File: src/rtl/riscv_pkg.sv
// rtl/riscv_pkg.sv - shared types and encodings for the multi-cycle RV32I control path
package riscv_pkg;

  typedef enum logic [3:0] {
    S_FETCH,
    S_DECODE,
    S_MEMADR,
    S_MEMRD,
    S_MEMWB,
    S_MEMWR,
    S_EXEC_R,
    S_EXEC_I,
    S_ALUWB,
    S_BEQ,
    S_JAL,
    S_ILLEGAL
  } state_t;

  localparam logic [6:0] OP_LOAD   = 7'b0000011;
  localparam logic [6:0] OP_STORE  = 7'b0100011;
  localparam logic [6:0] OP_R      = 7'b0110011;
  localparam logic [6:0] OP_I      = 7'b0010011;
  localparam logic [6:0] OP_BRANCH = 7'b1100011;
  localparam logic [6:0] OP_JAL    = 7'b1101111;

  localparam logic [1:0] ALU_OP_ADD   = 2'b00;
  localparam logic [1:0] ALU_OP_SUB   = 2'b01;
  localparam logic [1:0] ALU_OP_FUNCT = 2'b10;

  localparam logic [1:0] SRC_A_PC    = 2'b00;
  localparam logic [1:0] SRC_A_OLDPC = 2'b01;
  localparam logic [1:0] SRC_A_RS1   = 2'b10;

  localparam logic [1:0] SRC_B_RS2  = 2'b00;
  localparam logic [1:0] SRC_B_IMM  = 2'b01;
  localparam logic [1:0] SRC_B_FOUR = 2'b10;

  localparam logic [1:0] RES_ALUOUT  = 2'b00;
  localparam logic [1:0] RES_MEMDATA = 2'b01;
  localparam logic [1:0] RES_ALU     = 2'b10;

  // Control word produced by the state decoder; retire marks the instruction's last edge.
  typedef struct packed {
    logic       mem_req;
    logic       mem_we;
    logic       adr_src;
    logic       ir_write;
    logic       pc_write;
    logic       reg_write;
    logic [1:0] alu_src_a;
    logic [1:0] alu_src_b;
    logic [1:0] alu_op;
    logic [1:0] result_src;
    logic       retire;
  } ctrl_t;

endpackage

File: src/rtl/riscv_mc_outdec.sv
// rtl/riscv_mc_outdec.sv - combinational state-to-control-word decoder
import riscv_pkg::*;

module riscv_mc_outdec (
  input  state_t     state,
  input  logic       mem_ready,
  input  logic       zero,
  output ctrl_t      ctrl
);

  always_comb begin
    ctrl = '0;
    case (state)
      S_FETCH: begin
        ctrl.mem_req    = 1'b1;
        ctrl.alu_src_a  = SRC_A_PC;
        ctrl.alu_src_b  = SRC_B_FOUR;
        ctrl.alu_op     = ALU_OP_ADD;
        ctrl.result_src = RES_ALU;
        ctrl.ir_write   = mem_ready;
        ctrl.pc_write   = mem_ready;
      end
      S_DECODE: begin
        ctrl.alu_src_a = SRC_A_OLDPC;
        ctrl.alu_src_b = SRC_B_IMM;
      end
      S_MEMADR: begin
        ctrl.alu_src_a = SRC_A_RS1;
        ctrl.alu_src_b = SRC_B_IMM;
      end
      S_MEMRD: begin
        ctrl.mem_req = 1'b1;
        ctrl.adr_src = 1'b1;
      end
      S_MEMWB: begin
        ctrl.result_src = RES_MEMDATA;
        ctrl.reg_write  = 1'b1;
        ctrl.retire     = 1'b1;
      end
      S_MEMWR: begin
        ctrl.mem_req = 1'b1;
        ctrl.mem_we  = 1'b1;
        ctrl.adr_src = 1'b1;
        ctrl.retire  = mem_ready;
      end
      S_EXEC_R: begin
        ctrl.alu_src_a = SRC_A_RS1;
        ctrl.alu_src_b = SRC_B_RS2;
        ctrl.alu_op    = ALU_OP_FUNCT;
      end
      S_EXEC_I: begin
        ctrl.alu_src_a = SRC_A_RS1;
        ctrl.alu_src_b = SRC_B_IMM;
        ctrl.alu_op    = ALU_OP_FUNCT;
      end
      S_ALUWB: begin
        ctrl.result_src = RES_ALUOUT;
        ctrl.reg_write  = 1'b1;
        ctrl.retire     = 1'b1;
      end
      S_BEQ: begin
        // Only beq exists, so the branch is taken purely on the ALU zero flag.
        ctrl.alu_src_a  = SRC_A_RS1;
        ctrl.alu_src_b  = SRC_B_RS2;
        ctrl.alu_op     = ALU_OP_SUB;
        ctrl.result_src = RES_ALUOUT;
        ctrl.pc_write   = zero;
        ctrl.retire     = 1'b1;
      end
      S_JAL: begin
        ctrl.alu_src_a = SRC_A_OLDPC;
        ctrl.alu_src_b = SRC_B_FOUR;
        ctrl.alu_op    = ALU_OP_ADD;
        ctrl.pc_write  = 1'b1;
      end
      default: ctrl = '0;
    endcase
  end

endmodule

File: src/rtl/riscv_mc_ctrl.sv
// rtl/riscv_mc_ctrl.sv - main control FSM for the multi-cycle RV32I core
import riscv_pkg::*;

module riscv_mc_ctrl #(
  parameter int CNT_W = 32
) (
  input  logic             clk,
  input  logic             rst,
  input  logic [6:0]       opcode,
  input  logic [2:0]       funct3,
  input  logic             funct7b5,
  input  logic             zero,
  input  logic             mem_ready,
  output logic             mem_req,
  output logic             mem_we,
  output logic             adr_src,
  output logic             ir_write,
  output logic             pc_write,
  output logic             reg_write,
  output logic [1:0]       alu_src_a,
  output logic [1:0]       alu_src_b,
  output logic [1:0]       alu_op,
  output logic [1:0]       result_src,
  output logic             halt,
  output logic [CNT_W-1:0] instr_retired
);

  state_t           state, state_n;
  ctrl_t            ctrl;
  logic             halt_q;
  logic [CNT_W-1:0] retired_q;

  // ALU decoding of funct fields lives in the ALU decoder, not here.
  logic unused_funct;
  assign unused_funct = ^{funct3, funct7b5};

  riscv_mc_outdec u_outdec (
    .state     (state),
    .mem_ready (mem_ready),
    .zero      (zero),
    .ctrl      (ctrl)
  );

  always_comb begin
    state_n = state;
    case (state)
      S_FETCH:  if (mem_ready) state_n = S_DECODE;
      S_DECODE: begin
        case (opcode)
          OP_LOAD, OP_STORE: state_n = S_MEMADR;
          OP_R:              state_n = S_EXEC_R;
          OP_I:              state_n = S_EXEC_I;
          OP_BRANCH:         state_n = S_BEQ;
          OP_JAL:            state_n = S_JAL;
          default:           state_n = S_ILLEGAL;
        endcase
      end
      S_MEMADR: state_n = (opcode == OP_LOAD) ? S_MEMRD : S_MEMWR;
      S_MEMRD:  if (mem_ready) state_n = S_MEMWB;
      S_MEMWB:  state_n = S_FETCH;
      S_MEMWR:  if (mem_ready) state_n = S_FETCH;
      S_EXEC_R: state_n = S_ALUWB;
      S_EXEC_I: state_n = S_ALUWB;
      S_ALUWB:  state_n = S_FETCH;
      S_BEQ:    state_n = S_FETCH;
      S_JAL:    state_n = S_ALUWB;
      default:  state_n = S_ILLEGAL;
    endcase
  end

  always_ff @(posedge clk) begin
    if (rst) begin
      state     <= S_FETCH;
      halt_q    <= 1'b0;
      retired_q <= '0;
    end else begin
      state <= state_n;
      if (state_n == S_ILLEGAL) halt_q <= 1'b1;
      if (ctrl.retire) retired_q <= retired_q + CNT_W'(1);
    end
  end

  // Reset forces every control output low at once so an in-flight access is abandoned.
  assign mem_req       = ctrl.mem_req   & ~rst;
  assign mem_we        = ctrl.mem_we    & ~rst;
  assign adr_src       = ctrl.adr_src   & ~rst;
  assign ir_write      = ctrl.ir_write  & ~rst;
  assign pc_write      = ctrl.pc_write  & ~rst;
  assign reg_write     = ctrl.reg_write & ~rst;
  assign alu_src_a     = rst ? 2'b00 : ctrl.alu_src_a;
  assign alu_src_b     = rst ? 2'b00 : ctrl.alu_src_b;
  assign alu_op        = rst ? 2'b00 : ctrl.alu_op;
  assign result_src    = rst ? 2'b00 : ctrl.result_src;
  assign halt          = halt_q & ~rst;
  assign instr_retired = retired_q;

endmodule

File: config.mk
export PLATFORM = sky130hd
export DESIGN_NAME = riscv_mc_ctrl
export DESIGN_NICKNAME = d
export VERILOG_FILES = /design/src/rtl/riscv_pkg.sv /design/src/rtl/riscv_mc_outdec.sv /design/src/rtl/riscv_mc_ctrl.sv
export SDC_FILE = /design/constraint.sdc
export NUM_CORES = 1
export LEC_CHECK = 0
export ABC_AREA = 1
export BUFFER_PORTS_ARGS = -buffer_cell sky130_fd_sc_hd__clkbuf_2
export CAP_MARGIN = 20
export CORE_MARGIN = 3
export CORE_UTILIZATION = 52
export DETAILED_ROUTE_END_ITERATION = 7
export PLACE_DENSITY = 0.75
export SETUP_SLACK_MARGIN = 0.2
export SYNTH_ARGS = -nofsm -noshare
export SYNTH_HDL_FRONTEND = slang
export SYNTH_SLANG_ARGS = --single-unit
File: constraint.sdc
create_clock -name clk -period 4.46 [get_ports clk]
set_clock_uncertainty 0.05 [all_clocks]
set_input_delay 0.669 -clock clk [delete_from_list [all_inputs] [get_ports clk]]
set_output_delay 0.669 -clock clk [all_outputs]
set_load 0.05 [all_outputs]
* Word level (Yosys, flattened, before mapping)
Cells that the tools add are included.
** Word-level totals
- Register bits after elaboration :: 37
- Bits of input ports :: 15
- Output and inout bits :: 47
- Word-level logic and storage cells :: 59
** Operators by class
- Add/sub/neg operators :: 1
- Eq/ne operators :: 17
- Mux-type cells :: 20
- Bitwise operators :: 8
- Reduce and logical (&&, ||, !) cells :: 10
** Operator list (count)
- 4-bit one-hot mux with 5 select lines :: 2
- 32-bit by 1-bit adder with 32-bit output, second input constant :: 1
- 4-bit one-hot mux with 7 select lines :: 1
- 4-bit by 3-bit equality test with 1-bit output, second input constant :: 4
- 4-bit equality test, second input constant :: 4
- 7-bit by 6-bit equality test with 1-bit output, second input constant :: 2
- 7-bit equality test, second input constant :: 2
- 4-bit two-way mux :: 3
- 2-bit OR reduction :: 6
- 3-bit OR reduction :: 3
- 4-bit by 2-bit equality test with 1-bit output, second input constant :: 2
- 2-bit two-way mux :: 4
- 2-bit one-hot mux with 2 select lines :: 2
- 1-bit AND :: 7
- 7-bit by 2-bit equality test with 1-bit output, second input constant :: 1
- 7-bit by 5-bit equality test with 1-bit output, second input constant :: 1
- 1-bit two-way mux :: 5
- 4-bit by 1-bit equality test with 1-bit output, second input constant :: 1
- 4-bit zero test :: 1
- 3-bit two-way mux :: 1
- 1-bit one-hot mux with 3 select lines :: 1
- 1-bit one-hot mux with 2 select lines :: 1
- 1-bit inverter :: 1

* Longest topological paths before layout
- Word-level depth :: 5
- Depth in mapped cells :: 11
- Mapped depth without buffers :: 10

* Cells and area by module
A second synthesis with hierarchy kept.
** Second synthesis, totals
- Cells, all modules :: 407
- Area, all modules :: 2428.6 µm²
** By module, submodules not included
- riscv_mc_ctrl :: instances 1, cells each 359, area each 2227.1 µm², sequential area each 740.7 µm²
- riscv_mc_outdec :: instances 1, cells each 48, area each 201.4 µm², sequential area each 0.0 µm²

* Worst setup path after synthesis
Ideal clock, no wire load.
- Path type :: input to output
- Start :: in rst
- End :: out result_src[0]
- Arrival time :: 1945 ps
- Required time :: 3741 ps
- Slack :: 1796 ps
- Stages :: 2
- Path buffers :: 1
- Cells stage by stage :: buf_2 -> nor3_1
** On the way
- Word-level cells in the longest chain between the ends :: 1
** Ends and longest elaborated chain
- start, declared :: line riscv_mc_ctrl.sv:8 : input logic rst,
- 2-bit two-way mux :: line riscv_mc_ctrl.sv:93 : assign result_src = rst ? 2'b00 : ctrl.result_src;
- end, declared :: line riscv_mc_ctrl.sv:23 : output logic [1:0] result_src,
Every way passes these cells.

* Final worst setup path
- Start :: reg state[3]
- End :: out alu_src_b[0]
** On the way
- Word-level cells in the longest chain between the ends :: 4
- Elaborated cells on any way between the ends :: 11
- Classes of those cells :: 6 x eq/ne; 2 x mux; 3 x reduce/logical
** Ends and longest elaborated chain
- start, declared :: line riscv_mc_ctrl.sv:28 : state_t state, state_n;
- start signal, assigned :: line riscv_mc_ctrl.sv:77 : state <= state_n;
- 4-bit by 3-bit equality test with 1-bit output, or another cell as far along :: line riscv_mc_outdec.sv:13 : case (state)
- 2-bit OR reduction (no source line)
- 4-bit one-hot mux with 5 select lines * :: line riscv_mc_outdec.sv:13
- 2-bit two-way mux * :: line riscv_mc_ctrl.sv:91 : assign alu_src_b = rst ? 2'b00 : ctrl.alu_src_b;
- end, declared :: line riscv_mc_ctrl.sv:21 : output logic [1:0] alu_src_b,
Mark *: on every way between the ends. The rest lies on a longest branch, timed or not.

==> impl_metrics.ini <==
[run_status]
status = completed

[routing]
totalWireLength_um = 6930
met1Wirelength_um = 3360
viasPerCell = 5.08
maxUsedRoutingLayer = met4
drt_pass1_iterations = 5
wl_per_cell_um = 12.0
drt_iter0_drc = 192
met3_length_um = 422
drc = 0
wl_met2_um = 3060
antenna_left = 0
vias = 2926

[synthesis]
mappedNetlistNets = 470
seq_area_frac_synth_pct = 27.8
yosys.cell_types.count = 31
synth_warnings = 0
syn-cell-area_um2 = 2660
synthCells = 454
ys_ff_latch = 37
syn_avg_cell_area_um2 = 5.86

[cells_and_area]
register_area_um2 = 741
final_nets = 524
drive_gt1_share_pct = 19.3
syn_to_final_growth_pct = 15.0
n_antenna_cell = 0
final_cells = 576
mostFrequentLayoutCells = nand2_1, nor2_1, clkbuf_2
n_fill_cell = 494
final_util_pct = 63.1
multi_input_area_um2 = 1630
layout_commonest_cell = nand2_1

[die]
die_y_um = 77.5
design.die.area_um2 = 6010
die_w_um = 77.5
fp-row-count = 25
boundaryPins = 62
core_um2 = 4850
initial_core_util_pct = 54.9

[clock_tree]
clockBufferDepth = 2
clk_pin_slew_ps = 80
cts-root-buf = clkbuf_8
post_cts.repair.setup_buffers = 0
cts_tree = built
cts_buffers = 5
clock_latency_ps = 300
post_cts_resized = 0
hold_buffers = 0
cts_max_level = 2
numClockSinks = 37

[sta]
rsz0062_at_grt = no
period_needed_ps = 2480
finalHoldViolations = 0
fin_ws_ps = 1980
setup_viol = 0
setup_tns_ps = 0
slew_headroom_pct = 68.7
fmax_ghz = 0.403
tightest_slew_ps = 470
maxSlewViolCount = 0
layout_worst_path_cycle_share_pct = 55.7

[flow_run]
drv_cap = 0

[power_and_ir_drop]
power_density_nw_per_um2 = 365
leakagePower_nw = 1.28
peakVddDrop_mv = 0.309
p_total_w = 0.00112

[placement]
placedCellCount = 568
dp_hpwl_um = 5340
pre_cts_slack_ps = 2140
portBuffers = 57
gp_congestion = 0.921

[hold_path]
hp-class = reg2reg

[global_route]
grt_pass1_vias = 2607
grt-ovfl-total = 0
antenna_found_initial = 0
grt_start_max_net_pins = 40
grt_pass1_wl_um = 11800
grt_use_total_pct = 24.5

[setup_path]
cpPeakStageDelay_ps = 380
crit_required_ps = 3740
cp_common_cell = inv_1
endpoint_kind = primary output
slowest_stage = dfxtp_1
worstSetupStartpointType = flop
crit_chain = nor2_4 -> inv_1 -> nor2_1 -> inv_1 -> a21oi_1 -> clkbuf_2
crit_arrival_ps = 1760
crit_type = reg2out
critPathMaxFanout = 6
## power by group
part	switching, W	total [W]	internal (W)
clock	0.000130	0.000312	0.000182
combinational	0.000341	0.000434	0.0000934
sequential	0.0000219	0.000369	0.000348
## worst max-delay path: cells and delay by family (launching register included)
family,cells,cell delay [ps]
AND/OR/NAND/NOR,2,470
flip-flops,1,380
buffers and inverters,3,460
AO/OA/AOI/OAI,1,160
## per-layer routing
layer	track usage [%]	up-vias
met5	0	-
met4	7.83	0
met2	38.9	84
met3	4.18	7
li1	-	1518
met1	33.7	1317
## sequential cells by signal, summed over array words and instances (netlist names)
| name | count |
|---|---|
| halt_q | 1 |
| state | 4 |
| instr_retired | 32 |
## cells in the mapped netlist
cell | n | area, um2
nand2_2 | 10 | 62.6
dfxtp_1 | 37 | 741
nor3_1 | 3 | 15.0
buf_12 | 1 | 20.0
buf_2 | 2 | 10.0
buf_6 | 3 | 33.8
nand3b_1 | 4 | 30.0
o21ai_1 | 4 | 20.0
xor2_1 | 6 | 52.6
buf_4 | 1 | 7.51
a31oi_1 | 1 | 6.26
nand2_1 | 160 | 601
a21oi_1 | 29 | 145
nand4_1 | 6 | 37.5
nand3_1 | 30 | 150
a21oi_2 | 7 | 61.3
buf_1 | 1 | 3.75
nor3_2 | 1 | 10.0
ha_1 | 1 | 12.5
nor3b_2 | 1 | 12.5
nor2_1 | 76 | 285
o21ai_0 | 3 | 15.0
nor2_2 | 6 | 37.5
buf_8 | 1 | 15.0
clkbuf_1 | 2 | 7.51
nand3_4 | 1 | 17.5
a41oi_1 | 1 | 8.76
inv_2 | 3 | 11.3
nor2_4 | 3 | 33.8
xnor2_1 | 2 | 17.5
inv_1 | 48 | 180
## cell type report
cell class,count,share of cell area (%)
repair buffers,58,9.57
multi-input cells,355,53.3
clock buffers,6,2.70
clock inverters,2,1.23
inverters,51,6.26
well taps,67,2.74
flip-flops and latches,37,24.2
## path summary, 6_finish.rpt
path	slack, ps	to	from	cells past startpoint
setup / recovery	1980	alu_src_b[0]	state[3]	6
hold reg to reg	410	halt_q	halt_q	2
hold / removal	410	halt_q	halt_q	2
setup reg to reg	2410	instr_retired[0]	state[3]	8
## stage by stage
stage	hold WS, ps	cell area, um2
5_1_grt	444	3060
3_5_place_dp	394	2940
2_1_floorplan	371	2660
6_report	413	3060
4_1_cts	414	3060
3_3_place_gp	384	2940
## kinds of logic (layout without fill, tap and decap cells)
| kind of cell | count (synthesis) | count (layout) | share of synthesized area (%) |
|---|---|---|---|
| xor+xnor | 8 | 8 | 2.63 |
| fa+ha+maj | 1 | 1 | 0.470 |
| compound gates | 45 | 45 | 9.64 |
| buf+inv | 62 | 117 | 10.9 |
| flops | 37 | 37 | 27.8 |
| simple gates | 301 | 301 | 48.6 |
No activity file was read; power rests on OpenSTA's default activity.
